File: config.mk
export PLATFORM = sky130hd
export DESIGN_NAME = serial_adder_ctrl_flat
export DESIGN_NICKNAME = d
export VERILOG_FILES = /design/src/rtl/serial_adder_ctrl_if.sv /design/src/rtl/serial_adder_ctrl.sv /design/src/flat_wrapper.sv
export SDC_FILE = /design/constraint.sdc
export NUM_CORES = 1
export LEC_CHECK = 0
export CAP_MARGIN = 0
export CELL_PAD_IN_SITES_DETAIL_PLACEMENT = 1
export CELL_PAD_IN_SITES_GLOBAL_PLACEMENT = 1
export CORE_ASPECT_RATIO = 0.7
export CORE_UTILIZATION = 30
export CTS_CLUSTER_SIZE = 8
export DETAILED_ROUTE_END_ITERATION = 8
export PLACE_DENSITY_LB_ADDON = 0.25
export SYNTH_ARGS = -nofsm -noshare
export SYNTH_HDL_FRONTEND = slang
export SYNTH_SLANG_ARGS = --single-unit
File: constraint.sdc
create_clock -name clk -period 1.3 [get_ports clk]
set_input_delay 0.26 -clock clk [delete_from_list [all_inputs] [get_ports clk]]
set_output_delay 0.26 -clock clk [all_outputs]
set_load 0.01 [all_outputs]
File: src/rtl/serial_adder_ctrl_if.sv
// Handshake and operand/result bundle for the bit-serial adder.
// The master drives requests; the slave (adder) returns status and result.
interface serial_adder_ctrl_if #(
    parameter int WIDTH = 8
);
    logic             start;
    logic [WIDTH-1:0] a;
    logic [WIDTH-1:0] b;
    logic             cin;
    logic             ready;
    logic             busy;
    logic             done;
    logic [WIDTH-1:0] sum;
    logic             cout;

    modport master (
        output start, a, b, cin,
        input  ready, busy, done, sum, cout
    );

    modport slave (
        input  start, a, b, cin,
        output ready, busy, done, sum, cout
    );
endinterface

File: src/rtl/serial_adder_ctrl.sv
// Bit-serial adder: one full adder stepped over the operands LSB first.
// The result is published on entry to DONE and held until the next DONE.
module serial_adder_ctrl #(
    parameter int WIDTH = 8
) (
    input  logic                clk,
    input  logic                reset,
    serial_adder_ctrl_if.slave  bus
);
    localparam int CW = (WIDTH > 1) ? $clog2(WIDTH) : 1;
    localparam logic [CW-1:0] LAST = CW'(WIDTH - 1);

    typedef enum logic [1:0] {
        IDLE,
        RUN,
        DONE
    } state_t;

    state_t           r_state;
    state_t           w_next;
    logic [WIDTH-1:0] r_a;
    logic [WIDTH-1:0] r_b;
    logic [WIDTH-1:0] r_res;
    logic [WIDTH-1:0] r_sum;
    logic             r_c;
    logic             r_cout;
    logic [CW-1:0]    r_cnt;
    logic             w_s;
    logic             w_co;
    logic             w_last;

    assign w_s    = r_a[0] ^ r_b[0] ^ r_c;
    assign w_co   = (r_a[0] & r_b[0]) | (r_a[0] & r_c) | (r_b[0] & r_c);
    assign w_last = (r_cnt == LAST);

    always_ff @(posedge clk) begin
        if (reset) begin
            r_state <= IDLE;
        end else begin
            r_state <= w_next;
        end
    end

    always_comb begin
        w_next = r_state;
        unique case (r_state)
            IDLE:    if (bus.start) w_next = RUN;
            RUN:     if (w_last) w_next = DONE;
            DONE:    w_next = IDLE;
            default: w_next = IDLE;
        endcase
    end

    // Counter holds at WIDTH-1 on the final bit so it never wraps mid-op.
    always_ff @(posedge clk) begin
        if (reset) begin
            r_a    <= '0;
            r_b    <= '0;
            r_res  <= '0;
            r_sum  <= '0;
            r_c    <= 1'b0;
            r_cout <= 1'b0;
            r_cnt  <= '0;
        end else begin
            case (r_state)
                IDLE: begin
                    if (bus.start) begin
                        r_a   <= bus.a;
                        r_b   <= bus.b;
                        r_c   <= bus.cin;
                        r_cnt <= '0;
                    end
                end
                RUN: begin
                    r_a   <= r_a >> 1;
                    r_b   <= r_b >> 1;
                    r_c   <= w_co;
                    r_res <= {w_s, r_res[WIDTH-1:1]};
                    if (w_last) begin
                        r_sum  <= {w_s, r_res[WIDTH-1:1]};
                        r_cout <= w_co;
                    end else begin
                        r_cnt <= r_cnt + CW'(1);
                    end
                end
                default: ;
            endcase
        end
    end

    assign bus.ready = (r_state == IDLE);
    assign bus.busy  = (r_state == RUN);
    assign bus.done  = (r_state == DONE);
    assign bus.sum   = r_sum;
    assign bus.cout  = r_cout;
endmodule

File: src/flat_wrapper.sv
// flat-port wrapper written by rule: the top's interface ports become plain ports
module serial_adder_ctrl_flat 
#(
    parameter int WIDTH = 8
)
  (clk, reset, bus_start, bus_a, bus_b, bus_cin, bus_ready, bus_busy, bus_done, bus_sum, bus_cout);
  serial_adder_ctrl_if #(.WIDTH(WIDTH)) bus_i ();
  input  logic clk;
  input  logic reset;
  input wire logic [$bits(bus_i.start)-1:0] bus_start;
  input wire logic [$bits(bus_i.a)-1:0] bus_a;
  input wire logic [$bits(bus_i.b)-1:0] bus_b;
  input wire logic [$bits(bus_i.cin)-1:0] bus_cin;
  output wire logic [$bits(bus_i.ready)-1:0] bus_ready;
  output wire logic [$bits(bus_i.busy)-1:0] bus_busy;
  output wire logic [$bits(bus_i.done)-1:0] bus_done;
  output wire logic [$bits(bus_i.sum)-1:0] bus_sum;
  output wire logic [$bits(bus_i.cout)-1:0] bus_cout;
  assign bus_i.start = bus_start;
  assign bus_i.a = bus_a;
  assign bus_i.b = bus_b;
  assign bus_i.cin = bus_cin;
  assign bus_ready = bus_i.ready;
  assign bus_busy = bus_i.busy;
  assign bus_done = bus_i.done;
  assign bus_sum = bus_i.sum;
  assign bus_cout = bus_i.cout;
  serial_adder_ctrl #(.WIDTH(WIDTH)) u_core (.clk(clk), .reset(reset), .bus(bus_i));
endmodule
==> results of run 1 <==
## cells in the final DEF, fill, tap and decap left out, types with 8 or more instances in the layout
| master | n |
|---|---|
| sky130_fd_sc_hd__dfxtp_1 | 34 |
| sky130_fd_sc_hd__nand3_1 | 13 |
| sky130_fd_sc_hd__inv_1 | 16 |
| sky130_fd_sc_hd__a21oi_1 | 39 |
| sky130_fd_sc_hd__clkdlybuf4s50_1 | 18 |
| sky130_fd_sc_hd__nand2_1 | 23 |
| sky130_fd_sc_hd__o22a_1 | 8 |
| sky130_fd_sc_hd__dlygate4sd2_1 | 9 |
| sky130_fd_sc_hd__o221a_1 | 15 |
| sky130_fd_sc_hd__buf_4 | 19 |
| sky130_fd_sc_hd__nor2_1 | 17 |
## critical path, delay by kind of cell, from the launching register on
kind,cells,cell delay [ns]
AND/OR/NAND/NOR,2,0.60
flip-flops,1,0.38
buffers and inverters,1,0.15
AO/OA/AOI/OAI,1,0.12
## kinds of logic after synthesis
kind of cell	Yosys count	synth area share
simple gates	62	0.162
compound gates	72	0.278
flops	38	0.433
buf+inv	37	0.0955
mux	1	0.00570
fa+ha+maj	3	0.0257
## sequential cells by signal, indices dropped and copies added (netlist names)
| signal | count |
|---|---|
| u_core.bus.cout | 1 |
| u_core.bus.sum | 8 |
| u_core.r_a | 8 |
| u_core.r_b | 8 |
| u_core.r_c | 1 |
| u_core.r_cnt | 3 |
| u_core.r_res | 7 |
| u_core.r_state | 2 |
## repair_timing
item,4_1_cts,5_1_grt
hold buffers,0,0
pin swaps,1,2
setup endpoints to repair,34,30
gates resized for setup,30,13
buffers inserted,2,1
gates cloned,1,0
## path summary, 6_finish.rpt
check                      end         startpoint  depth (start not counted)
max              u_core.r_a[7]  u_core.r_state[1]                          4
min          u_core.bus.sum[2]  u_core.bus.sum[2]                          2
max reg2reg      u_core.r_a[7]  u_core.r_state[1]                          4
min reg2reg  u_core.bus.sum[2]  u_core.bus.sum[2]                          2
## area by class of cell
type / count / area (sq um) / area share
tap: 72 / 90.1 / 0.0365
timing repair buffer: 57 / 558 / 0.226
multi-input combinational: 139 / 893 / 0.362
clock inverter: 2 / 12.5 / 0.00506
inverter: 17 / 63.8 / 0.0258
clock buffer: 6 / 82.6 / 0.0334
sequential: 38 / 771 / 0.312
## power by group through the flow
stage,registers [mW],logic (mW),clock network [mW]
after floorplan,1.28,0.214,0
after detailed placement,1.30,0.369,0
after CTS,1.27,0.372,0.899
final,1.27,0.374,0.878
after global placement,1.30,0.364,0
after global routing,1.28,0.415,0.947
## per-stage QoR
stage                     area (sq um)  TNS, ns  total power [mW]
after floorplan                   1760        0              1.49
after global placement            2290    -5.17              1.66
after detailed placement          2290    -5.47              1.66
after CTS                         2420   -0.107              2.54
after global routing              2470   -0.109              2.64
final                             2470        0              2.53
## per-layer routing
metal / wire (um) / track usage / vias up / share of wire
met1: 2590 / 0.240 / 768 / 0.54
met4: 51 / 0.0635 / 0 / 0.011
li1: - / - / 834 / -
met5: 0 / 0 / - / 0
met3: 192 / 0.0379 / 5 / 0.040
met2: 1930 / 0.244 / 31 / 0.40
==> implementation parameters, run 1 <==
Parameter                              Value

Power
  Largest vdd supply drop    0.000306 V
  Switching portion of total power    0.268
  Total power divided by cell area    1020 nW/um^2
  Int Power    1.85 mW
  Share of total power in combinational logic    0.148
  Leakage power summed over all cells    0.978 nW
  Sw power    676 uW
  Sequential fraction of design power    0.504
  Part of the power in the clock network    0.348

Cells and area
  Area growth from synthesis to layout    40.8%
  Post-layout instance count excluding filler cells    331
  Filler cell count in the final layout    637
  End-of-flow core utilization    0.456
  Share of final-layout standard cells stronger than drive strength 1    0.201
  # diodes    0
  Number of nets at the end of the flow    281

Synth
  Number of enable flip-flop cells after synthesis    0
  Library cell occupying the most area in the post-synthesis netlist    sky130_fd_sc_hd__dfxtp_1
  Count of cell types in the netlist    26
  Leading post-synthesis cells by cell area    sky130_fd_sc_hd__dfxtp_1, sky130_fd_sc_hd__a21oi_1, sky130_fd_sc_hd__o221a_1, sky130_fd_sc_hd__nand2_1, sky130_fd_sc_hd__o22a_1
  Share of flip-flops with an asynchronous set or reset after synthesis    0
  Syn nets    236
  Cell with the most instances after synthesis    sky130_fd_sc_hd__a21oi_1
  Avg Cell Area, Syn    8.24 sq um
  Flip-flop cell with the highest count after synthesis    sky130_fd_sc_hd__dfxtp_1
  Area share of the leading cell type in the synthesized netlist    0.433
  Sequential area share after synthesis    0.433
  Synthesis warning total    0
  Cell area after technology mapping    1760 sq um
  Post-synth top cells    sky130_fd_sc_hd__a21oi_1, sky130_fd_sc_hd__dfxtp_1, sky130_fd_sc_hd__nand2_1, sky130_fd_sc_hd__nor2_1, sky130_fd_sc_hd__inv_1
  Seq cells post-synth    38
  Cells after synthesis    213

Worst setup path
  Path type of the worst setup path    flop to flop
  Reg2reg setup slack    0.002 ns
  Worst setup EP type    flop
  Peak fanout along the critical path    14
  Data required, critical path    1.54 ns
  Longest individual stage delay on the worst path    0.42 ns
  Worst path slowest cell    sky130_fd_sc_hd__or3b_4
  Data arrival, critical path    1.54 ns
  Startpoint types    flop
  Series of cell instances along the critical path    buf_6 > nand2b_4 > or3b_4 > a21oi_2

Timing
  Setup repair after global routing missed its margin    true
  Smallest hold slack    0.453 ns
  Number of slew-limit violations in the final report    0
  Measured slew at the worst slew-check pin    0.304 ns
  Worst setup slack after layout    0.00160 ns
  Number of failing setup endpoints in the final timing report    0
  Setup clock skew after layout    0.00848 ns
  Peak Freq    0.770 GHz
  Final clock period utilization by the worst path    0.999
  Worst relative slew slack    0.797
  Final hold violations    0
  Final Critical Period    1.30 ns

Flow run
  Max-capacitance violation count    0

Floorplan
  Floorplan core area    5420 sq um
  Vert. Die Dim    66 um
  Cell Rows    22
  Ports placed on the boundary    32
  Die Wd    93.4 um
  Starting density of the core    0.324
  Die Area    6170 sq um

Routing
  Final routed wire length divided by cell count    14.4 um
  Antenna-violating nets left    0
  Number of vias in the routed layout    1638
  Sum of routed wire length over all layers    4760 um
  Per-cell via count in the routed design    4.95
  First drt pass iteration count    4
  Drt initial violations    38
  Post-detailed-route DRC marker count    0

Min path
  Kind of path behind the tightest hold check    flop to flop

GRT
  Number of global-route vias before repair    1600
  Number of antenna violations at the first check in global routing    0
  GRT Util Overall    0.168
  First-pass GRT wire length    7850 um
  Maximum number of pins on one net before global-route repair    23
  Total global routing overflow    0

Place
  DP Worst Slack    -0.272 ns
  Last weighted congestion value of the routability-driven placer    0.794
  Number of cells after detailed placement    319
  Number of input and output port buffers inserted    31
  HPWL after detailed placement    3230 um

Clock network
  Register clock-pin slew on the reported worst setup and hold paths    0.08 ns
  Maximum count of clock buffers along a single path    2
  TritonCTS clock tree    built
  Clock tree root buffer cell    sky130_fd_sc_hd__clkbuf_8
  TritonCTS sink count    38
  H-tree depth    2
  Clk Latency, worst-skew pair    0.30 ns
  Number of buffers added by the clock tree synthesis step    5

Status
  Run status    finished clean
No activity file was read; power rests on OpenSTA's default activity.
==> run 2, diff against run 1 <==
--- a/config.mk
+++ b/config.mk
@@ -10,7 +10,7 @@
 export CELL_PAD_IN_SITES_GLOBAL_PLACEMENT = 1
 export CORE_ASPECT_RATIO = 0.7
 export CORE_UTILIZATION = 30
-export CTS_CLUSTER_SIZE = 8
+export CTS_CLUSTER_SIZE = 14
 export DETAILED_ROUTE_END_ITERATION = 8
 export PLACE_DENSITY_LB_ADDON = 0.25
 export SYNTH_ARGS = -nofsm -noshare
==> results of run 2 <==
Same layout as run 1: the final DEF is identical, and so are final timing and power.
==> run 3, diff against run 2 <==
--- a/config.mk
+++ b/config.mk
@@ -9,6 +9,7 @@
 export CELL_PAD_IN_SITES_DETAIL_PLACEMENT = 1
 export CELL_PAD_IN_SITES_GLOBAL_PLACEMENT = 1
 export CORE_ASPECT_RATIO = 0.7
+export CORE_MARGIN = 2
 export CORE_UTILIZATION = 30
 export CTS_CLUSTER_SIZE = 14
 export DETAILED_ROUTE_END_ITERATION = 8
==> implementation parameters, run 3 (synthesis gave the netlist of run 1 again) <==
Parameter                              Value

Status
  Run status    finished clean

Routing
  Post-detailed-route DRC marker count    0
  Per-cell via count in the routed design    4.87
  Drt initial violations    56
  First drt pass iteration count    4
  Number of vias in the routed layout    1656
  Sum of routed wire length over all layers    5050 um
  Antenna-violating nets left    0
  Final routed wire length divided by cell count    14.9 um

Cells and area
  Most used cells in the layout excluding fill and tap cells    sky130_fd_sc_hd__a21oi_1, sky130_fd_sc_hd__dfxtp_1, sky130_fd_sc_hd__nand2_1, sky130_fd_sc_hd__buf_4, sky130_fd_sc_hd__clkdlybuf4s50_1
  Area growth from synthesis to layout    47.3%
  Post-layout instance count excluding filler cells    340
  # diodes    0
  Summed area of non-filler cells in the final layout    2590 sq um
  Number of nets at the end of the flow    287
  Share of final-layout standard cells stronger than drive strength 1    0.223
  Most common library cell in the layout ignoring fill and taps    sky130_fd_sc_hd__a21oi_1

Timing
  Setup repair after global routing missed its margin    true
  Final Critical Period    1.28 ns
  Number of failing setup endpoints in the final timing report    0
  Final hold violations    0
  Final clock period utilization by the worst path    0.985
  Number of slew-limit violations in the final report    0
  Measured slew at the worst slew-check pin    0.263 ns
  Worst relative slew slack    0.825
  Setup clock skew after layout    0.00674 ns
  Peak Freq    0.781 GHz

Worst setup path
  Startpoint types    flop
  Worst setup EP type    primary output
  Path type of the worst setup path    flop to primary output
  Series of cell instances along the critical path    buf_6 > nor2b_4 > buf_6
  Longest individual stage delay on the worst path    0.38 ns
  Worst path slowest cell    sky130_fd_sc_hd__dfxtp_4
  Data arrival, critical path    1.02 ns
  Data required, critical path    1.04 ns
  Top cell by count, worst path    sky130_fd_sc_hd__buf_6
  Peak fanout along the critical path    4

Power
  Int Power    2.20 mW
  Share of total power in combinational logic    0.134
  Sw power    688 uW
  Largest vdd supply drop    0.000465 V
  Total power divided by cell area    1120 nW/um^2
  Leakage power summed over all cells    1.04 nW
  Switching portion of total power    0.238
  Sequential fraction of design power    0.441
  Part of the power in the clock network    0.425

Clock network
  Number of buffers added by the clock tree synthesis step    5
  Register clock-pin slew on the reported worst setup and hold paths    0.08 ns
  TritonCTS clock tree    built
  Clk Latency, worst-skew pair    0.30 ns
  TritonCTS sink count    38
  Maximum count of clock buffers along a single path    2
  Clock tree root buffer cell    sky130_fd_sc_hd__clkbuf_8
  H-tree depth    2

Place
  HPWL after detailed placement    3330 um
  Area after DPL    2290 sq um
  Last weighted congestion value of the routability-driven placer    0.738
  Number of cells after detailed placement    324
  Number of input and output port buffers inserted    31

GRT
  Grt met1 use    0.231
  Maximum number of pins on one net before global-route repair    26
  Global-route met2 utilization    0.254
  Number of antenna violations at the first check in global routing    0
  Total global routing overflow    0
  Met3 demand-to-capacity share in global routing    0.0529
  GRT Util Overall    0.165
  Layer carrying the most global-route usage    met2
  Number of global-route vias before repair    1656
  First-pass GRT wire length    8120 um

Floorplan
  Vert. Die Dim    68 um
  Cell Rows    23
  Starting density of the core    0.308
  Die Wd    95.4 um
  Ports placed on the boundary    32
  Floorplan core area    5700 sq um
  Die Area    6490 sq um

Flow run
  Max-capacitance violation count    0

Min path
  Kind of path behind the tightest hold check    flop to flop
[run 3: metrics by stage]
step / hold slack (ns) / setup WS [ns] / util / power [mW] / TNS, ns
after global placement: 0.441 / -0.232 / 0.403 / 1.66 / -4.58
after detailed placement: 0.443 / -0.261 / 0.403 / 1.67 / -4.82
final: 0.450 / 0.0197 / 0.454 / 2.88 / 0
after CTS: 0.453 / -0.0221 / 0.431 / 2.90 / -0.0440
after global routing: 0.484 / -0.0449 / 0.454 / 3.03 / -0.198
after floorplan: 0.437 / 0.000223 / - / 1.49 / 0
[run 3: worst max-delay path, delay by kind of cell (launching register included)]
family,cells,cell delay (ns)
buffers and inverters,2,0.23
and+or+nand+nor,1,0.11
DFF,1,0.38
[run 3: final cells by class]
| cell class | count | area [sq um] |
|---|---|---|
| timing repair buffer | 63 | 622 |
| clock inverter | 3 | 68.8 |
| inverter | 17 | 63.8 |
| clock buffer | 5 | 68.8 |
| tap | 75 | 93.8 |
| multi-input combinational | 139 | 898 |
| sequential | 38 | 771 |
| fill | 684 | 3110 |
[run 3: repair_timing]
| action | 4_1_cts | 5_1_grt |
|---|---|---|
| pin swaps | 0 | 5 |
| resized for setup | 32 | 20 |
| hold buffers | 0 | 0 |
| endpoints found under the setup margin | 35 | 19 |
| endpoints found under the hold margin | 0 | 0 |
| setup buffers | 1 | 6 |
| gates cloned | 1 | 0 |
[run 3: final timing paths]
path,start,to,slack [ns],cells past startpoint
worst min-delay path,u_core.bus.sum[7],u_core.bus.sum[7],0.45,2
worst min register to register,u_core.bus.sum[7],u_core.bus.sum[7],0.45,2
worst max register to register,u_core.r_state[1],u_core.r_b[7],0.03,4
worst max-delay path,u_core.r_state[1],bus_done,0.02,3
[run 3: routing by layer]
| metal | part of all wire | wire [um] |
|---|---|---|
| met5 | 0 | 0 |
| met3 | 0.046 | 233 |
| met2 | 0.43 | 2180 |
| met4 | 0.0016 | 8 |
| met1 | 0.52 | 2630 |
[run 3: power by group through the flow]
| stage | clock network, mW | logic, mW | registers [mW] |
|---|---|---|---|
| after floorplan | 0 | 0.214 | 1.28 |
| after global placement | 0 | 0.364 | 1.30 |
| after detailed placement | 0 | 0.374 | 1.30 |
| after CTS | 1.26 | 0.376 | 1.27 |
| after global routing | 1.32 | 0.427 | 1.28 |
| final | 1.23 | 0.386 | 1.27 |
==> RTL change 1 (flow settings as in run 3) <==
Encoding of `state_t`: now one-hot (3 bits for 3 states).
--- a/src/rtl/serial_adder_ctrl.sv
+++ b/src/rtl/serial_adder_ctrl.sv
@@ -10,10 +10,10 @@
     localparam int CW = (WIDTH > 1) ? $clog2(WIDTH) : 1;
     localparam logic [CW-1:0] LAST = CW'(WIDTH - 1);
 
-    typedef enum logic [1:0] {
-        IDLE,
-        RUN,
-        DONE
+    typedef enum logic [2:0] {
+        IDLE = 3'b001,
+        RUN  = 3'b010,
+        DONE = 3'b100
     } state_t;
 
     state_t           r_state;
Check against the original RTL: same outputs for any inputs over 10 cycles, from zero or initial values and one cycle with reset high; not proved beyond that.
==> RTL change 1 against run 3 <==
  * Die area shrank 2.2%
  * Cell area grew 4.2%
  * The flow now finishes with violations (setup timing)
  * Count of clock-buffer cells in the layout grew 1
  * Routed wire length shrank 3.8%
  * Critical path type is now register to register
  * Synthesized area shrank 2.4%
  * Critical path depth grew 2
  * Total power shrank 1.3%
  * Sequential cell count grew 1
  * Worst setup slack lost 310 ps
  * Critical endpoint is now u_core.r_cnt[0]
  * Clock power shrank 14%
  * Sequential share of layout area shrank 0.60 points
==> RTL change 1: results (changes against run 3) <==
* WL met3 at 151 um (was 233 um)
* Leak Pwr at 1.04 nW (about the same)
* Sequential area share after synthesis at 0.455 (was 0.433)
* WL/cell at 15.3 um (was 14.9 um)
* WHS at 453 ps (was 450 ps)
* Cell count after synthesis at 194 (was 213)
* Setup slack after layout at -291 ps (was 19.7 ps)
* Final Wtd Congestion at 0.714 (was 0.738)
* Relative slew margins at 0.781 (was 0.825)
* Vias at 1563 (was 1656)
* Final setup viols at 34 (was 0)
* Post-synthesis adder-cell area fraction at 0.0263 (was 0.0257)
* Launching point of the worst reg2reg path: u_core.r_cnt[0] (was u_core.r_state[1])
* Max FO, Critical Path at 2 (was 4)
* Compound-Gate Fraction of Synth Area at 0.165 (was 0.278)
* Reg2Reg Depth at 5 (was 4)
* HPWL after DPL at 2920 um (was 3330 um)
* Aggregate global-route resource usage at 0.158 (was 0.165)
* Post-Layout Cell Count at 317 (was 340)
* Ranking of synthesized cells by area: dfxtp_1, nand2_1, a311oi_2, nor3_1, a21oi_1 (was dfxtp_1, a21oi_1, o221a_1, nand2_1, o22a_1)
* Outcome: complete, but fails checks (was completed)
* Failing checks: setup timing
* WL met1 at 2390 um (was 2630 um)
* Share of cells above drive strength 1 at 0.371 (was 0.223)
* Post_cts resized at 53 (was 32)
* Met2 Use GR at 0.246 (was 0.254)
* Vias in the first global route at 1548 (was 1656)
* First-pass GRT wire length at 7530 um (was 8120 um)
* Hold Startpoint: u_core.bus.sum[6] (was u_core.bus.sum[7])
* Global Route met1 Usage at 0.212 (was 0.231)
-- RTL change 1: power breakdown --
| part | switching [mW] | internal (mW) |
|---|---|---|
| clock | 0.442 | 0.621 |
| sequential | 0.0387 | 1.25 |
| combinational | 0.221 | 0.271 |
-- RTL change 1: through the flow --
stage | power [mW] | TNS, ps | instance area [um^2] | worst slack (ps)
2_1_floorplan | 1.55 | -3320 | 1790 | -321
3_3_place_gp | 1.72 | -10480 | 2310 | -427
3_5_place_dp | 1.73 | -10550 | 2310 | -427
4_1_cts | 2.83 | -7760 | 2570 | -321
5_1_grt | 2.99 | -8170 | 2700 | -348
6_report | 2.85 | -5830 | 2700 | -291
-- RTL change 1: final cells by class --
class                      instances  area [um^2]
fill                             614         2670
multi-input combinational        137         1030
sequential                        39          787
timing repair buffer              60          663
tap                               72         90.1
clock buffer                       6         82.6
clock inverter                     2         35.0
inverter                           1         6.26
-- RTL change 1: tightest hold or removal path, stage by stage, from the launching register on --
cell and delay, ps:
dfxtp_1 310, nand2_1 50, a21oi_1 50
==> RTL change 2 (settings of run 3) <==
Made on the original files. `WIDTH` is set to 8 in 3 places; all go to 32.
--- a/src/rtl/serial_adder_ctrl_if.sv
+++ b/src/rtl/serial_adder_ctrl_if.sv
@@ -1,7 +1,7 @@
 // Handshake and operand/result bundle for the bit-serial adder.
 // The master drives requests; the slave (adder) returns status and result.
 interface serial_adder_ctrl_if #(
-    parameter int WIDTH = 8
+    parameter int WIDTH = 32
 );
     logic             start;
     logic [WIDTH-1:0] a;
--- a/src/rtl/serial_adder_ctrl.sv
+++ b/src/rtl/serial_adder_ctrl.sv
@@ -1,7 +1,7 @@
 // Bit-serial adder: one full adder stepped over the operands LSB first.
 // The result is published on entry to DONE and held until the next DONE.
 module serial_adder_ctrl #(
-    parameter int WIDTH = 8
+    parameter int WIDTH = 32
 ) (
     input  logic                clk,
     input  logic                reset,
--- a/src/flat_wrapper.sv
+++ b/src/flat_wrapper.sv
@@ -1,7 +1,7 @@
 // flat-port wrapper written by rule: the top's interface ports become plain ports
 module serial_adder_ctrl_flat 
 #(
-    parameter int WIDTH = 8
+    parameter int WIDTH = 32
 )
   (clk, reset, bus_start, bus_a, bus_b, bus_cin, bus_ready, bus_busy, bus_done, bus_sum, bus_cout);
   serial_adder_ctrl_if #(.WIDTH(WIDTH)) bus_i ();
Interface: changed (resized bus_a, bus_b and bus_sum); port bits go from 32 to 104. The function was not compared with the original's and may differ.
==> RTL change 2 against run 3 <==
  * The flow now finishes with violations (setup timing)
  * Worst setup slack worse by 380 ps
  * Synthesized area rose to 3.2 times the old value
  * Sequential power rose to 3.6 times the old value
  * Clock skew up 5.7 ps
  * Routed wire length rose to 4.1 times the old value
  * Combinational power rose to 5.5 times the old value
  * Worst hold slack worse by 270 ps
  * Cell area rose to 3.6 times the old value
  * Critical path depth up 3
  * Total power rose to 4.2 times the old value
  * Sequential cell count up 98
  * Die area rose to 3.0 times the old value
  * Critical path type is now register to register
  * Critical endpoint is now u_core.r_cnt[3]
==> RTL change 2: results (changes against run 3) <==
* PD cells at 1280 nW/um^2 (was 1120 nW/um^2)
* CTS Buf Count at 17 (was 5)
* DR pass1 iterations at 4 (unchanged)
* Hold Startpoint: reset (was u_core.bus.sum[7])
* Worst-Margin Slew at 326 ps (was 263 ps)
* VDD IR-drop max at 0.000732 V (was 0.000465 V)
* Outcome: complete, but fails checks (was completed)
* Yosys warnings at 0 (unchanged)
* Filler cells at 1895 (was 684)
* Final setup viols at 103 (was 0)
* Vias at 5128 (was 1656)
* Worst-path clk slew at 60 ps (was 80 ps)
* Insertion delay to the later sink of the worst-skew pair at 420 ps (was 300 ps)
* EDFF count, synth at 0 (unchanged)
* Sequential area share after synthesis at 0.489 (was 0.433)
* Leak Pwr at 3.45 nW (was 1.04 nW)
* Ranking of synthesized cells by area: dfxtp_1, mux2i_1, nand2_1, a211oi_1, a21oi_1 (was dfxtp_1, a21oi_1, o221a_1, nand2_1, o22a_1)
* Wirelength, routed at 20700 um (was 5050 um)
* Failing checks: setup timing
* Worst slack, placed at -372 ps (was -261 ps)
* Detailed Route Iter0 Violations at 252 (was 56)
* Final Wtd Congestion at 0.702 (was 0.738)
* CP Launch Point: u_core.r_cnt[0] (was u_core.r_state[1])
* Launching point of the worst reg2reg path: u_core.r_cnt[0] (was u_core.r_state[1])
* Synth top cells by count: dfxtp_1, nand2_1, nor2_1, a21oi_1, mux2i_1 (was a21oi_1, dfxtp_1, nand2_1, nor2_1, inv_1)
* Buffers on Ports at 103 (was 31)
* Area after DPL at 6940 um^2 (was 2290 um^2)
* Largest net degree at the start of global routing at 62 (was 26)
* Longest Clk Path Bufs at 2 (unchanged)
* Max FO, Critical Path at 5 (was 4)
* Share of cells above drive strength 1 at 0.389 (was 0.223)
* # nets final at 839 (was 287)
* Initial antenna violation count at 1 (was 0)
* Placed cells at 926 (was 324)
* HPWL after DPL at 9160 um (was 3330 um)
* Sum of negative setup slack at -17780 ps (was 0 ps)
* First-pass GRT wire length at 31300 um (was 8120 um)
* Setup slack after layout at -360 ps (was 19.7 ps)
* Hold WC Path Type: input port to register (was register to register)
* Layout Skew at 12.5 ps (was 6.74 ps)
* Mapped Nets at 682 (was 236)
* Yosys cell types at 30 (was 26)
* WHS at 177 ps (was 450 ps)
* Ys async rst share at 0 (unchanged)
* Worst EP arrival at 1960 ps (was 1020 ps)
* WL/cell at 20.3 um (was 14.9 um)
* Vias in the first global route at 5489 (was 1656)
* Clk root buf: clkbuf_16 (was clkbuf_8)
* Aggregate global-route resource usage at 0.204 (was 0.165)
* Syn avg cell area at 9.11 um^2 (was 8.24 um^2)
* CTS H-tree depth at 4 (was 2)
==> RTL change 2: report_power, final <==
part	total (mW)	switching, mW	internal [mW]
registers	4.56	0.194	4.37
clock network	5.41	1.93	3.49
logic	2.11	0.969	1.14
total	12.1	3.09	9.00
==> RTL change 2: final timing paths <==
path,to,cells past startpoint
max reg2reg,u_core.r_cnt[3],6
max,u_core.r_cnt[3],6
min reg2reg,u_core.bus.sum[23],2
min,u_core.bus.sum[26],2
==> RTL change 2: worst max-delay path: stages, from the launching register on <==
cell	delay (ps)
dfxtp_4	350
ha_4	160
and3_4	150
ha_4	180
nand2b_4	170
a211oi_4	220
mux2_4	320
==> RTL change 2: kinds of logic after synthesis <==
family                   synth area share
AO/OA/AOI/OAI                       0.169
XOR/XNOR                          0.00157
adder cells (fa/ha/maj)           0.00809
buffers and inverters              0.0578
flip-flops                          0.489
multiplexers                        0.117
AND/OR/NAND/NOR                     0.157
==> RTL change 2: repair_timing <==
item / 4_1_cts / 5_1_grt
pin swaps: 65 / 48
setup buffers: 28 / 11
cloned: 24 / 6
gates resized for setup: 256 / 93
setup endpoints to repair: 138 / 159
hold buffers: 0 / 0
==> RTL change 2: final cells by class <==
| cell class | count | area share |
|---|---|---|
| multi-input combinational | 423 | 0.350 |
| sequential | 136 | 0.290 |
| timing repair buffer | 189 | 0.258 |
| clock buffer | 22 | 0.0526 |
| tap | 236 | 0.0313 |
| clock inverter | 10 | 0.0171 |
| inverter | 1 | 0.000664 |
| antenna | 1 | 0.000265 |
==> RTL change 2: metal layers <==
layer	GRT usage	routed length, um
met2	0.340	9970
met4	0.0787	431
met1	0.262	9660
met3	0.0377	606
met5	0	0
